## src/rtl/console_pkg.sv

```systemverilog
// console_pkg: shared constants for the console writer slice.
// Geometry (160 columns, 14-bit linear address), terminal control codes,
// FSM state encodings and a printable-character helper.
package console_pkg;

  localparam int         COLS     = 160;
  localparam int         ADDR_W   = 14;
  localparam logic [7:0] LAST_COL = 8'd159;

  // Terminal control codes understood by the writer
  localparam logic [7:0] CH_BS       = 8'h08;
  localparam logic [7:0] CH_LF       = 8'h0A;
  localparam logic [7:0] CH_FF       = 8'h0C;
  localparam logic [7:0] CH_CR       = 8'h0D;
  localparam logic [7:0] CH_PRINT_LO = 8'h20;
  localparam logic [7:0] CH_PRINT_HI = 8'h7E;

  // Writer FSM state encodings
  localparam logic [1:0] ST_CLR_SCREEN = 2'd0;
  localparam logic [1:0] ST_IDLE       = 2'd1;
  localparam logic [1:0] ST_CLR_LINE   = 2'd2;

  // True for bytes that are written to the screen as glyphs
  function automatic logic is_printable(input logic [7:0] ch);
    return (ch >= CH_PRINT_LO) && (ch <= CH_PRINT_HI);
  endfunction

endpackage

```

## src/rtl/char_addr.sv

```systemverilog
// char_addr: combinational row/column to linear buffer address.
// addr = row*160 + col, built as (row<<7) + (row<<5) + col so no multiplier
// is needed. The widest result (63*160+159 = 10239) fits in 14 bits.
module char_addr
  import console_pkg::*;
(
  input  logic [5:0]        row,
  input  logic [7:0]        col,
  output logic [ADDR_W-1:0] addr
);

  logic [ADDR_W-1:0] row_x128_s;
  logic [ADDR_W-1:0] row_x32_s;
  logic [ADDR_W-1:0] col_ext_s;

  assign row_x128_s = {1'b0, row, 7'b0000000};
  assign row_x32_s  = {3'b000, row, 5'b00000};
  assign col_ext_s  = {6'b000000, col};
  assign addr       = row_x128_s + row_x32_s + col_ext_s;

endmodule

```

## src/rtl/console_writer.sv

```systemverilog
// console_writer: terminal-style write front end for the 160xROWS character
// buffer. Takes bytes over valid/ready, tracks the cursor and issues one
// registered buffer write per cycle. Clears the whole screen after reset and
// on form feed.
// Optional feature: define CONSOLE_LINE_CLEAR_EN to blank the new row
// (160 fill writes) whenever the cursor advances to a new line. Without it
// a line advance only moves the cursor.
module console_writer
  import console_pkg::*;
#(
  parameter int         ROWS      = 64,
  parameter logic [7:0] FILL_CHAR = 8'h20
)(
  input  logic              clk,
  input  logic              rst,
  input  logic              in_valid,
  input  logic [7:0]        in_data,
  output logic              in_ready,
  output logic              buf_w,
  output logic [ADDR_W-1:0] buf_addr,
  output logic [7:0]        buf_data,
  output logic [5:0]        cur_row,
  output logic [7:0]        cur_col,
  output logic              busy
);

  // ROWS is a power of two, so wrapping the row is a mask
  localparam logic [5:0] ROW_MASK = 6'(ROWS - 1);
  localparam logic [5:0] LAST_ROW = 6'(ROWS - 1);

  logic [1:0]        state_r,    state_s;
  logic [5:0]        row_r,      row_s;
  logic [7:0]        col_r,      col_s;
  logic [5:0]        clr_row_r,  clr_row_s;
  logic [7:0]        clr_col_r,  clr_col_s;
  logic              buf_w_r,    buf_w_s;
  logic [ADDR_W-1:0] buf_addr_r, buf_addr_s;
  logic [7:0]        buf_data_r, buf_data_s;

  logic              accept_s;
  logic [5:0]        row_inc_s;
  logic [5:0]        clr_addr_row_s;
  logic [ADDR_W-1:0] cur_addr_s;
  logic [ADDR_W-1:0] clr_addr_s;

  // Ready only when idle and not being reset; derived from registered state
  assign in_ready  = (state_r == ST_IDLE) && !rst;
  assign busy      = (state_r != ST_IDLE);
  assign accept_s  = in_valid && in_ready;
  assign row_inc_s = (row_r + 6'd1) & ROW_MASK;

  // A line clear walks the cursor's (already advanced) row
  assign clr_addr_row_s = (state_r == ST_CLR_LINE) ? row_r : clr_row_r;

  char_addr u_cur_addr (
    .row  (row_r),
    .col  (col_r),
    .addr (cur_addr_s)
  );

  char_addr u_clr_addr (
    .row  (clr_addr_row_s),
    .col  (clr_col_r),
    .addr (clr_addr_s)
  );

  // Next-state, cursor and write-port decode for the writer FSM
  always_comb begin
    state_s    = state_r;
    row_s      = row_r;
    col_s      = col_r;
    clr_row_s  = clr_row_r;
    clr_col_s  = clr_col_r;
    buf_w_s    = 1'b0;
    buf_addr_s = buf_addr_r;
    buf_data_s = buf_data_r;

    case (state_r)
      ST_CLR_SCREEN: begin
        buf_w_s    = 1'b1;
        buf_addr_s = clr_addr_s;
        buf_data_s = FILL_CHAR;
        if (clr_col_r == LAST_COL) begin
          clr_col_s = 8'd0;
          if (clr_row_r == LAST_ROW) begin
            clr_row_s = 6'd0;
            state_s   = ST_IDLE;
          end else begin
            clr_row_s = clr_row_r + 6'd1;
          end
        end else begin
          clr_col_s = clr_col_r + 8'd1;
        end
      end

      ST_IDLE: begin
        if (accept_s) begin
          if (is_printable(in_data)) begin
            buf_w_s    = 1'b1;
            buf_addr_s = cur_addr_s;
            buf_data_s = in_data;
            if (col_r == LAST_COL) begin
              col_s = 8'd0;
              row_s = row_inc_s;
`ifdef CONSOLE_LINE_CLEAR_EN
              state_s   = ST_CLR_LINE;
              clr_col_s = 8'd0;
`else
              state_s   = ST_IDLE;
`endif
            end else begin
              col_s = col_r + 8'd1;
            end
          end else begin
            case (in_data)
              CH_LF: begin
                col_s = 8'd0;
                row_s = row_inc_s;
`ifdef CONSOLE_LINE_CLEAR_EN
                state_s   = ST_CLR_LINE;
                clr_col_s = 8'd0;
`else
                state_s   = ST_IDLE;
`endif
              end
              CH_CR: begin
                col_s = 8'd0;
              end
              CH_BS: begin
                if (col_r != 8'd0) begin
                  col_s = col_r - 8'd1;
                end else begin
                  col_s = col_r;
                end
              end
              CH_FF: begin
                row_s     = 6'd0;
                col_s     = 8'd0;
                clr_row_s = 6'd0;
                clr_col_s = 8'd0;
                state_s   = ST_CLR_SCREEN;
              end
              default: begin
                state_s = ST_IDLE;
              end
            endcase
          end
        end else begin
          state_s = ST_IDLE;
        end
      end

`ifdef CONSOLE_LINE_CLEAR_EN
      ST_CLR_LINE: begin
        buf_w_s    = 1'b1;
        buf_addr_s = clr_addr_s;
        buf_data_s = FILL_CHAR;
        if (clr_col_r == LAST_COL) begin
          clr_col_s = 8'd0;
          state_s   = ST_IDLE;
        end else begin
          clr_col_s = clr_col_r + 8'd1;
        end
      end
`endif

      default: begin
        // Unknown encoding: recover by repainting the screen from the top
        state_s   = ST_CLR_SCREEN;
        row_s     = 6'd0;
        col_s     = 8'd0;
        clr_row_s = 6'd0;
        clr_col_s = 8'd0;
      end
    endcase
  end

  // State, cursor, clear counter and registered write port
  always_ff @(posedge clk) begin
    if (rst) begin
      state_r    <= ST_CLR_SCREEN;
      row_r      <= 6'd0;
      col_r      <= 8'd0;
      clr_row_r  <= 6'd0;
      clr_col_r  <= 8'd0;
      buf_w_r    <= 1'b0;
      buf_addr_r <= '0;
      buf_data_r <= 8'd0;
    end else begin
      state_r    <= state_s;
      row_r      <= row_s;
      col_r      <= col_s;
      clr_row_r  <= clr_row_s;
      clr_col_r  <= clr_col_s;
      buf_w_r    <= buf_w_s;
      buf_addr_r <= buf_addr_s;
      buf_data_r <= buf_data_s;
    end
  end

  assign buf_w    = buf_w_r;
  assign buf_addr = buf_addr_r;
  assign buf_data = buf_data_r;
  assign cur_row  = row_r;
  assign cur_col  = col_r;

endmodule

```

## config.mk

```make
export PLATFORM = sky130hd
export DESIGN_NAME = console_writer
export DESIGN_NICKNAME = d
export VERILOG_FILES = /design/src/rtl/console_pkg.sv /design/src/rtl/char_addr.sv /design/src/rtl/console_writer.sv
export SDC_FILE = /design/constraint.sdc
export NUM_CORES = 1
export LEC_CHECK = 0
export ABC_AREA = 1
export BUFFER_PORTS_ARGS = -buffer_cell sky130_fd_sc_hd__buf_2
export CORE_MARGIN = 2
export CORE_UTILIZATION = 45
export CTS_BUF_LIST = sky130_fd_sc_hd__clkbuf_8 sky130_fd_sc_hd__clkbuf_16
export CTS_CLUSTER_DIAMETER = 50
export DETAILED_ROUTE_END_ITERATION = 6
export SETUP_SLACK_MARGIN = 0.2
export SLEW_MARGIN = 20
export SYNTH_ARGS = -nofsm -noshare
export SYNTH_HDL_FRONTEND = slang
export SYNTH_HIERARCHICAL = 1
export SYNTH_SLANG_ARGS = --single-unit
```

## constraint.sdc

```tcl
create_clock -name clk -period 4.2 [get_ports clk]
set_input_delay 0.84 -clock clk [delete_from_list [all_inputs] [get_ports clk]]
set_output_delay 0.84 -clock clk [all_outputs]
set_load 0.01 [all_outputs]
```

Yosys cells after proc, flatten, opt, wreduce, memory -nomap -nowiden. Cells that the tools add are included. Widths: inputs -> output; s select.

Register bits after elaboration: 53. Input bits: 11. Output and inout port bits: 39. Logic and storage cells: 96.

Add/subtract/negate cells: 9. Magnitude comparators: 2. Eq/ne operators: 22. Mux-type cells: 39. Bitwise logic cells: 1. Reductions and logical operators: 15.

Operators by type and width (count): $mux 8 (10); $pmux 8 s2 (4); $mux 6 (9); $pmux 6 s2 (3); $eq 8x4->1 const B (4); $add 13x11->14 (2); $add 14x8->14 (2); $mux 14 (2); $pmux 14 s2 (1); $add 8x1->8 const B (2); $eq 8x8->1 const B (2); $reduce_and 4->1 (4); $add 6x1->6 const B (2); $mux 2 (5); $ge 8x6->1 const B (1); $le 8x7->1 const B (1); $ne 2x2->1 const B (4); $ne 4x3->1 const B (2); $pmux 2 s2 (2); $reduce_bool 8->1 (1); $sub 8x1->8 const B (1); $eq 6x6->1 const B (1); $ne 2x1->1 const B (3); $reduce_and 3->1 (2); 15 further kinds (18).

Depth between registers and ports, before layout. Gate-level depths: netlist of the first run.

Depth in word-level cells: 6. Depth in mapped cells: 12. Mapped depth without buffers: 12.

Modules after synthesis. Netlist of the first run, hierarchy kept.

By module, submodules not included: console_writer (instances 1, cells an instance 437, area each 2837.7 sq um, sequential area each 1041.0 sq um); char_addr (instances 2, cells an instance 69, area each 441.7 sq um, sequential area each 0.0 sq um).

Least setup slack after synthesis of the first run. OpenSTA, ideal clock, no wires.

Kind: register to register. Start: register row_r[0], in the netlist cur_row[0]. End: register buf_addr_r[10], in the netlist buf_addr[10]. Setup time: 0.074 ns. Arrival: 2.022 ns. Data required time: 4.126 ns. Setup slack: 2.104 ns. Cell stages (with the launch flop): 9. Buffers on the path: 0. Clock period less this slack: 2.096 ns. Path through: dfxtp_1 > inv_1 > fa_1 > fa_1 > nor2_1 > nor2_1 > xnor2_1 > nand2_1 > a31oi_1.

Cells in the longest elaborated chain, start to end: 5. Elaborated cells between the ends (all ways): 8. Those cells by class: add/sub (4); mux (4).

RTL lines: start: declaration (line console_writer.sv:32) `logic [5:0] row_r, row_s;`; start signal: assignment (line console_writer.sv:191) `row_r <= row_s;`; $add 13x11->14 (line char_addr.sv:19) `assign addr = row_x128_s + row_x32_s + col_ext_s;`; $add 14x8->14 (line char_addr.sv:19); via cur_addr_s[10] (line console_writer.sv:43) `logic [ADDR_W-1:0] cur_addr_s;`; $mux 14 (line console_writer.sv:98) `if (is_printable(in_data)) begin`; $mux 14 (line console_writer.sv:97) `if (accept_s) begin`; $pmux 14 s2 (line console_writer.sv:78) `case (state_r)`; end signal: assignment (line console_writer.sv:196) `buf_addr_r <= buf_addr_s;`; end: declaration (line console_writer.sv:37) `logic [ADDR_W-1:0] buf_addr_r, buf_addr_s;`.

The timed path passes the listed nets, and every way through them passes these cells. The select of a mux whose other input is x is not followed. A chain may end at the register's enable or synchronous reset.

Final worst setup path of the first run.
Start: input rst. End: register buf_data_r[0], in the netlist buf_data[0].

Cells in the longest elaborated chain, start to end: 5.

RTL lines: start: declaration (line console_writer.sv:15) `input logic rst,`; $logic_not 1->1 (line console_writer.sv:47) `assign in_ready = (state_r == ST_IDLE) && !rst;`; $logic_and 1x1->1 (line console_writer.sv:47); $logic_and 1x1->1 (line console_writer.sv:49) `assign accept_s = in_valid && in_ready;`; $ne 2x2->1 (no line); $reduce_and 3->1 (no line); end signal: assignment (line console_writer.sv:197) `buf_data_r <= buf_data_s;`; end: declaration (line console_writer.sv:38) `logic [7:0] buf_data_r, buf_data_s;`.

Several ways; a longest one is shown, not always the timed one.

==> reports/results.ini, run 1 <==
[synthesis]
ys_warn_count = 6
yosysTopAreaCell = dfxtp_1
synthCells = 575
ys_top_cells_by_area = dfxtp_1 28%, nand2_1 16%, ha_1 9.4%
yosys.area.top_type_share_pct = 28.0
ys_seq_elements = 52
yosysSeqAreaShare_pct = 28.0
synth_cell_type_count = 33
synth_fp_nets = 618
syn_avg_cell_area_um2 = 6.47
netlist_area_um2 = 3720

[drt]
vias = 3600
drc = 0
drtIter0Drc = 192
firstDrtPassIters = 5
post_drt_wl_per_cell_um = 12.9
drt_wl_total_mm = 9.20
antenna_left = 0
vias_per_cell = 5.06

[power_and_ir_drop]
seqPwrFrac_pct = 55.1
ir_drop_v = 0.000164
p_leak_nw = 2.10
swShare_pct = 22.4
p_sw_w = 0.000204
internal_power_w = 0.000707
power.density_nw_per_um2 = 224
comb_power_share_pct = 4.6
clkPwrFrac_pct = 40.3

[worst_setup_path]
endpoint_kind = register
r2r_slack_ps = 1770
cp_max_fo = 30
critPathKind = in -> reg
cp.required_ps = 4380
worstPathArrival_ps = 2800
rr_startpoint = state_r[0]
regToRegEndpoint = buf_data[0]
reg2reg_depth = 9
cp-start-kind = input pin

[placement]
place_area_um2 = 3950
portBuffers = 49
gp_congestion = 0.848
place_worst_setup_slack_ps = 1260
dp_hpwl_mm = 7.01

[timing]
finalSetupViolCount = 0
finalHoldViolations = 0
rsz0062_at_grt = false
final_max_slew_viol_count = 0
tns_ps = 0
whs_ps = 466
fin_skew_ps = 10.5
tightestPinTransition_ps = 979
setup_slack_ps = 1580
max_freq_mhz = 382
finalCriticalPeriod_ps = 2620
min_period_over_period_pct = 62.3
slew_headroom_pct = 34.7

[clock_tree]
cts.sinks = 52
cts_hold_buf = 0
root_buffer = clkbuf_8
clk_pin_slew_worst_paths_ps = 100
cts.repair.resized = 0
htreeDepth = 2
numCtsBuffers = 5
clk_latency_ps = 310
clk_path_buf_depth = 2
cts_tree = yes
post-cts-setup-buffers = 0

[finish]
fin_nets = 648
seqCellArea_um2 = 1040
drive_gt1_share_pct = 12.9
post-route-cell-area_um2 = 4070
multi_input_area_um2 = 2230
syn_to_final_growth_pct = 9.28
nFillCells = 839
antennaDiodeCount = 0

[status]
outcome = complete, no violations

[min_path]
min_to = buf_data[3]
min_path_cells = 2
min-delay-start = buf_data[3]
holdCritPathClass = reg -> reg

[floorplan]
die_w_um = 94.9
coreArea_um2 = 8130
initial_core_util_pct = 45.7
dieArea_um2 = 9010
ios = 50
num_rows = 33
die_h_um = 94.9

[run]
maxCapViolCount = 0

[grt]
grt_max_degree = 33
first_global_vias = 3332
grt_pass1_wl_mm = 15.4
grt_overflow_total = 0
grtUsageTotal_pct = 21.3
grt_antenna_before_repair = 0

-- cell families (layout without fill, tap and decap cells) --
kind of cell | Yosys count | count (layout) | synth area share [%]
simple gates | 288 | 288 | 32.5
buf+inv | 103 | 134 | 12.0
compound gates | 84 | 84 | 12.2
flops | 52 | 52 | 28.0
fa+ha+maj | 32 | 32 | 11.6
xor+xnor | 16 | 16 | 3.77
-- worst max path at each step --
| stage | startpoint | to | slack [ps] |
|---|---|---|---|
| floorplan | cur_row[0] | buf_addr[10] | 2100 |
| global placement | rst | buf_data[3] | 1350 |
| detailed placement | rst | buf_data[1] | 1260 |
| CTS | rst | buf_data[1] | 1610 |
| global route | rst | buf_data[3] | 1360 |
| finish | rst | buf_data[0] | 1580 |
-- stage by stage --
step | utilization [%] | power [W] | instances
final | 50.0 | 0.000910 | 711
after global routing | 50.0 | 0.000947 | 711
after CTS | 50.0 | 0.000917 | 711
after detailed placement | 48.5 | 0.000555 | 703
after global placement | 48.5 | 0.000554 | 703
after floorplan | - | 0.000541 | 575
-- cell type report --
cell class | instances | area share, %
clock buffer | 6 | 2.03
clock inverter | 2 | 0.954
inverter | 76 | 7.02
multi-input combinational | 420 | 55.0
sequential | 52 | 25.6
tap | 105 | 3.23
timing repair buffer | 50 | 6.22
-- Yosys cell counts --
cell / number
nand3_2: 2
nor2_4: 1
or2_2: 1
buf_4: 12
nor2_2: 4
ha_1: 28
xnor2_1: 6
nand4_1: 10
nor4_1: 1
o21ai_1: 1
a21oi_1: 31
a31oi_1: 15
and3_1: 1
buf_6: 1
o21ai_0: 32
nand2_2: 5
buf_2: 5
clkbuf_1: 6
or2_0: 1
xor2_1: 10
nor2_1: 61
nor3_1: 2
nand2_1: 160
inv_1: 71
nand3_1: 39
fa_1: 4
inv_2: 5
a21oi_2: 1
buf_1: 3
dfxtp_1: 52
a31o_2: 1
a211oi_1: 1
o21bai_1: 2
-- critical path: stages --
cell and delay [ps]:
buf_2 230, nor2_4 170, nand2_1 110, inv_2 190, nand2_1 110, nand2_1 660
inv_1 290, nand2_1 130, a21oi_1 70
-- sequential cells by signal, indices dropped and copies added, names as in the netlist --
register   cells
buf_w          1
clr_col_r      8
buf_data       8
cur_row        6
cur_col        8
clr_row_r      6
buf_addr      14
state_r        1
-- cells in the final DEF, fill, tap and decap left out, drive strengths merged --
cell,n
a21oi,32
o21ai,33
fa,4
nor3,2
clkinv,1
clkbuf,6
o21bai,2
or2,2
bufinv,1
dfxtp,52
xor2,10
nor4,1
nand2,165
nand4,10
buf,50
a211oi,1
nand3,41
xnor2,6
ha,28
a31oi,15
inv,76
a31o,1
nor2,66
and3,1
-- power groups by stage --
stage          Sequential, W  Clock, W  Combinational [W]
6_report            0.000501  0.000367          0.0000419
5_1_grt             0.000502  0.000397          0.0000474
4_1_cts             0.000501  0.000373          0.0000421
3_5_place_dp        0.000513         0          0.0000420
3_3_place_gp        0.000513         0          0.0000408
2_1_floorplan       0.000513         0          0.0000279
-- metal layers --
metal	vias to the layer above	share of wire (%)	GRT usage [%]
li1	1883	-	-
met1	1622	48	28.5
met2	86	46	36.2
met3	9	4.5	3.03
met4	0	1.2	5.31
met5	-	0	0
(Power assumes the default switching activity.)
==> inputs of run 2 (changes only) <==
==> constraint.sdc (replaced) <==
create_clock -name clk -period 2.7 [get_ports clk]
set_input_delay 0.54 -clock clk [delete_from_list [all_inputs] [get_ports clk]]
set_output_delay 0.54 -clock clk [all_outputs]
set_load 0.01 [all_outputs]
==> run 2 against run 1 <==
Final area grew 1.7%; via count rose by 0.89%; non-clock buffer count grew 4; critical path type is now reg -> reg; critical endpoint is now buf_addr[13].
==> reports/results.ini, run 2 (same netlist as run 1, synthesis figures left out) <==
[status]
outcome = complete, no violations

[placement]
dp_hpwl_mm = 7.04  ; +0.38%
place_worst_setup_slack_ps = 458  ; -805 ps
place_area_um2 = 3980  ; +0.76%
gp_congestion = 0.851  ; +0.34%
portBuffers = 49  ; unchanged

[worst_setup_path]
rr_startpoint = cur_row[0]
slowest_delay_ps = 620  ; -40 ps
worstPathArrival_ps = 2490  ; -310 ps
cp-start-kind = register
cp.required_ps = 2940  ; -1440 ps
critPathKind = reg -> reg
crit_slowest_cell = fa_1
regToRegEndpoint = buf_addr[13]
endpoint_kind = register
path_buf_inv = 2  ; -1
cpMostUsedCell = nand2_1
cp_max_fo = 7  ; -77%
reg2reg_depth = 12  ; +3
worstPathCellList = inv_1 -> fa_1 -> inv_1 -> ha_1 -> nand2_1 -> nor2_1 -> nand2_1 -> nand3_1 -> nand2_1 -> nand2_1 -> nand2_1 -> a31oi_1
r2r_slack_ps = 450  ; -1320 ps
cpLargestDelayFamily = adder cells
worst-path-stages = 12  ; +3

[grt]
gr-usage-met3_pct = 3.59  ; +0.56 points
grt_use_met2_pct = 38.0  ; +1.8 points
grt_overflow_total = 0  ; unchanged
first_global_vias = 3416  ; +2.5%
grt_max_degree = 29  ; -12%
grt_pass1_wl_mm = 15.4  ; about the same
use_met1_pct = 27.2  ; -1.3 points
grt_antenna_before_repair = 0  ; unchanged
grtUsageTotal_pct = 21.4  ; +0.047 points
grt_busiest_layer = met2

[timing]
finalHoldViolations = 0  ; unchanged
finalSetupViolCount = 0  ; unchanged
tns_ps = 0  ; unchanged
tightestPinTransition_ps = 644  ; -335 ps
rsz0062_at_grt = false
setup_slack_ps = 449  ; -1140 ps
slew_headroom_pct = 57.0  ; +22 points
max_freq_mhz = 444
min_period_over_period_pct = 83.4
fin_skew_ps = 5.52  ; -4.95 ps
final_max_slew_viol_count = 0  ; unchanged
finalCriticalPeriod_ps = 2250

[finish]
syn_to_final_growth_pct = 11.1
layout_common_cells = 160 x nand2_1, 71 x inv_1, 61 x nor2_1
seqCellArea_um2 = 1040  ; unchanged
largest_reg_flops = 14  ; unchanged
drive_gt1_share_pct = 13.4  ; +0.57 points
multi_input_area_um2 = 2230  ; unchanged
post-route-cell-area_um2 = 4130  ; +1.7%
final_common_cell = nand2_1
fin_nets = 652  ; +0.62%
antennaDiodeCount = 0  ; unchanged
nFillCells = 850  ; +1.3%

[drt]
drt_wl_total_mm = 9.17  ; -0.34%
vias = 3632  ; +0.89%
drtIter0Drc = 136  ; -29%
vias_per_cell = 5.08  ; +0.32%
antenna_left = 0  ; unchanged
post_drt_wl_per_cell_um = 12.8  ; -0.89%
firstDrtPassIters = 4  ; -1
drc = 0  ; unchanged

[clock_tree]
cts.sinks = 52  ; unchanged
root_buffer = clkbuf_8
clk_latency_ps = 300  ; about the same
cts_hold_buf = 0  ; unchanged
htreeDepth = 2  ; unchanged
clk_path_buf_depth = 2  ; unchanged
cts.repair.resized = 0  ; unchanged
cts_tree = yes
post-cts-setup-buffers = 0  ; unchanged
clk_pin_slew_worst_paths_ps = 100  ; about the same
numCtsBuffers = 5  ; unchanged

[power_and_ir_drop]
swShare_pct = 20.2  ; -2.2 points
ir_drop_v = 0.000206  ; +26%
p_leak_nw = 2.13  ; +1.7%
internal_power_w = 0.00126  ; +78%
clkPwrFrac_pct = 46.3  ; +6.0 points
seqPwrFrac_pct = 49.5  ; -5.6 points
comb_power_share_pct = 4.2  ; -0.4 points
power.density_nw_per_um2 = 382  ; +71%
p_sw_w = 0.000319  ; +57%

[floorplan]
die_w_um = 94.9  ; unchanged
die_h_um = 94.9  ; unchanged
dieArea_um2 = 9010  ; unchanged
coreArea_um2 = 8130  ; unchanged
ios = 50  ; unchanged
initial_core_util_pct = 45.7  ; unchanged
num_rows = 33  ; unchanged

[run]
maxCapViolCount = 0  ; unchanged

[min_path]
holdCritPathClass = reg -> reg
min_path_cells = 2  ; unchanged
min-delay-start = buf_data[1]
min_to = buf_data[1]

run 2: worst max path at each step:
stage	from	endpoint
after floorplan	cur_row[0]	buf_addr[10]
after CTS	cur_row[0]	buf_addr[13]
final	cur_row[0]	buf_addr[13]
after detailed placement	cur_row[0]	buf_addr[13]
after global placement	cur_row[2]	buf_addr[10]
after global routing	cur_row[0]	buf_addr[13]
run 2: metal layers:
layer	wire, um	part of all wire (%)
met1	4330	47
met2	4350	47
met3	422	4.6
met4	67	0.73
met5	0	0
run 2: layout make-up:
cell class	count	area share, %
Sequential cell	52	25.2
Tap cell	105	3.18
Timing Repair Buffer	54	6.84
Inverter	76	6.90
Clock buffer	5	1.66
Clock inverter	3	2.18
Multi-Input combinational cell	420	54.1
run 2: power groups by stage:
stage / logic [W] / registers, W / clock network [W]
finish: 0.0000669 / 0.000781 / 0.000732
global route: 0.0000757 / 0.000782 / 0.000782
CTS: 0.0000668 / 0.000781 / 0.000750
detailed placement: 0.0000664 / 0.000799 / 0
global placement: 0.0000653 / 0.000799 / 0
floorplan: 0.0000434 / 0.000799 / 0
run 2: worst register-to-register path, delay by kind of cell, from the launching register on:
kind | cells | cell delay, ps
adder cells (fa/ha/maj) | 2 | 920
AND/OR/NAND/NOR | 7 | 470
flip-flops | 1 | 460
AO/OA/AOI/OAI | 1 | 170
buffers and inverters | 2 | 160
run 2: stage by stage:
step | total power (W) | cells | util, % | hold WS [ps]
global placement | 0.000864 | 707 | 48.9 | 451
detailed placement | 0.000865 | 707 | 48.9 | 454
finish | 0.00158 | 715 | 50.8 | 475
floorplan | 0.000842 | 575 | - | 461
CTS | 0.00160 | 715 | 50.8 | 474
global route | 0.00164 | 715 | 50.8 | 493
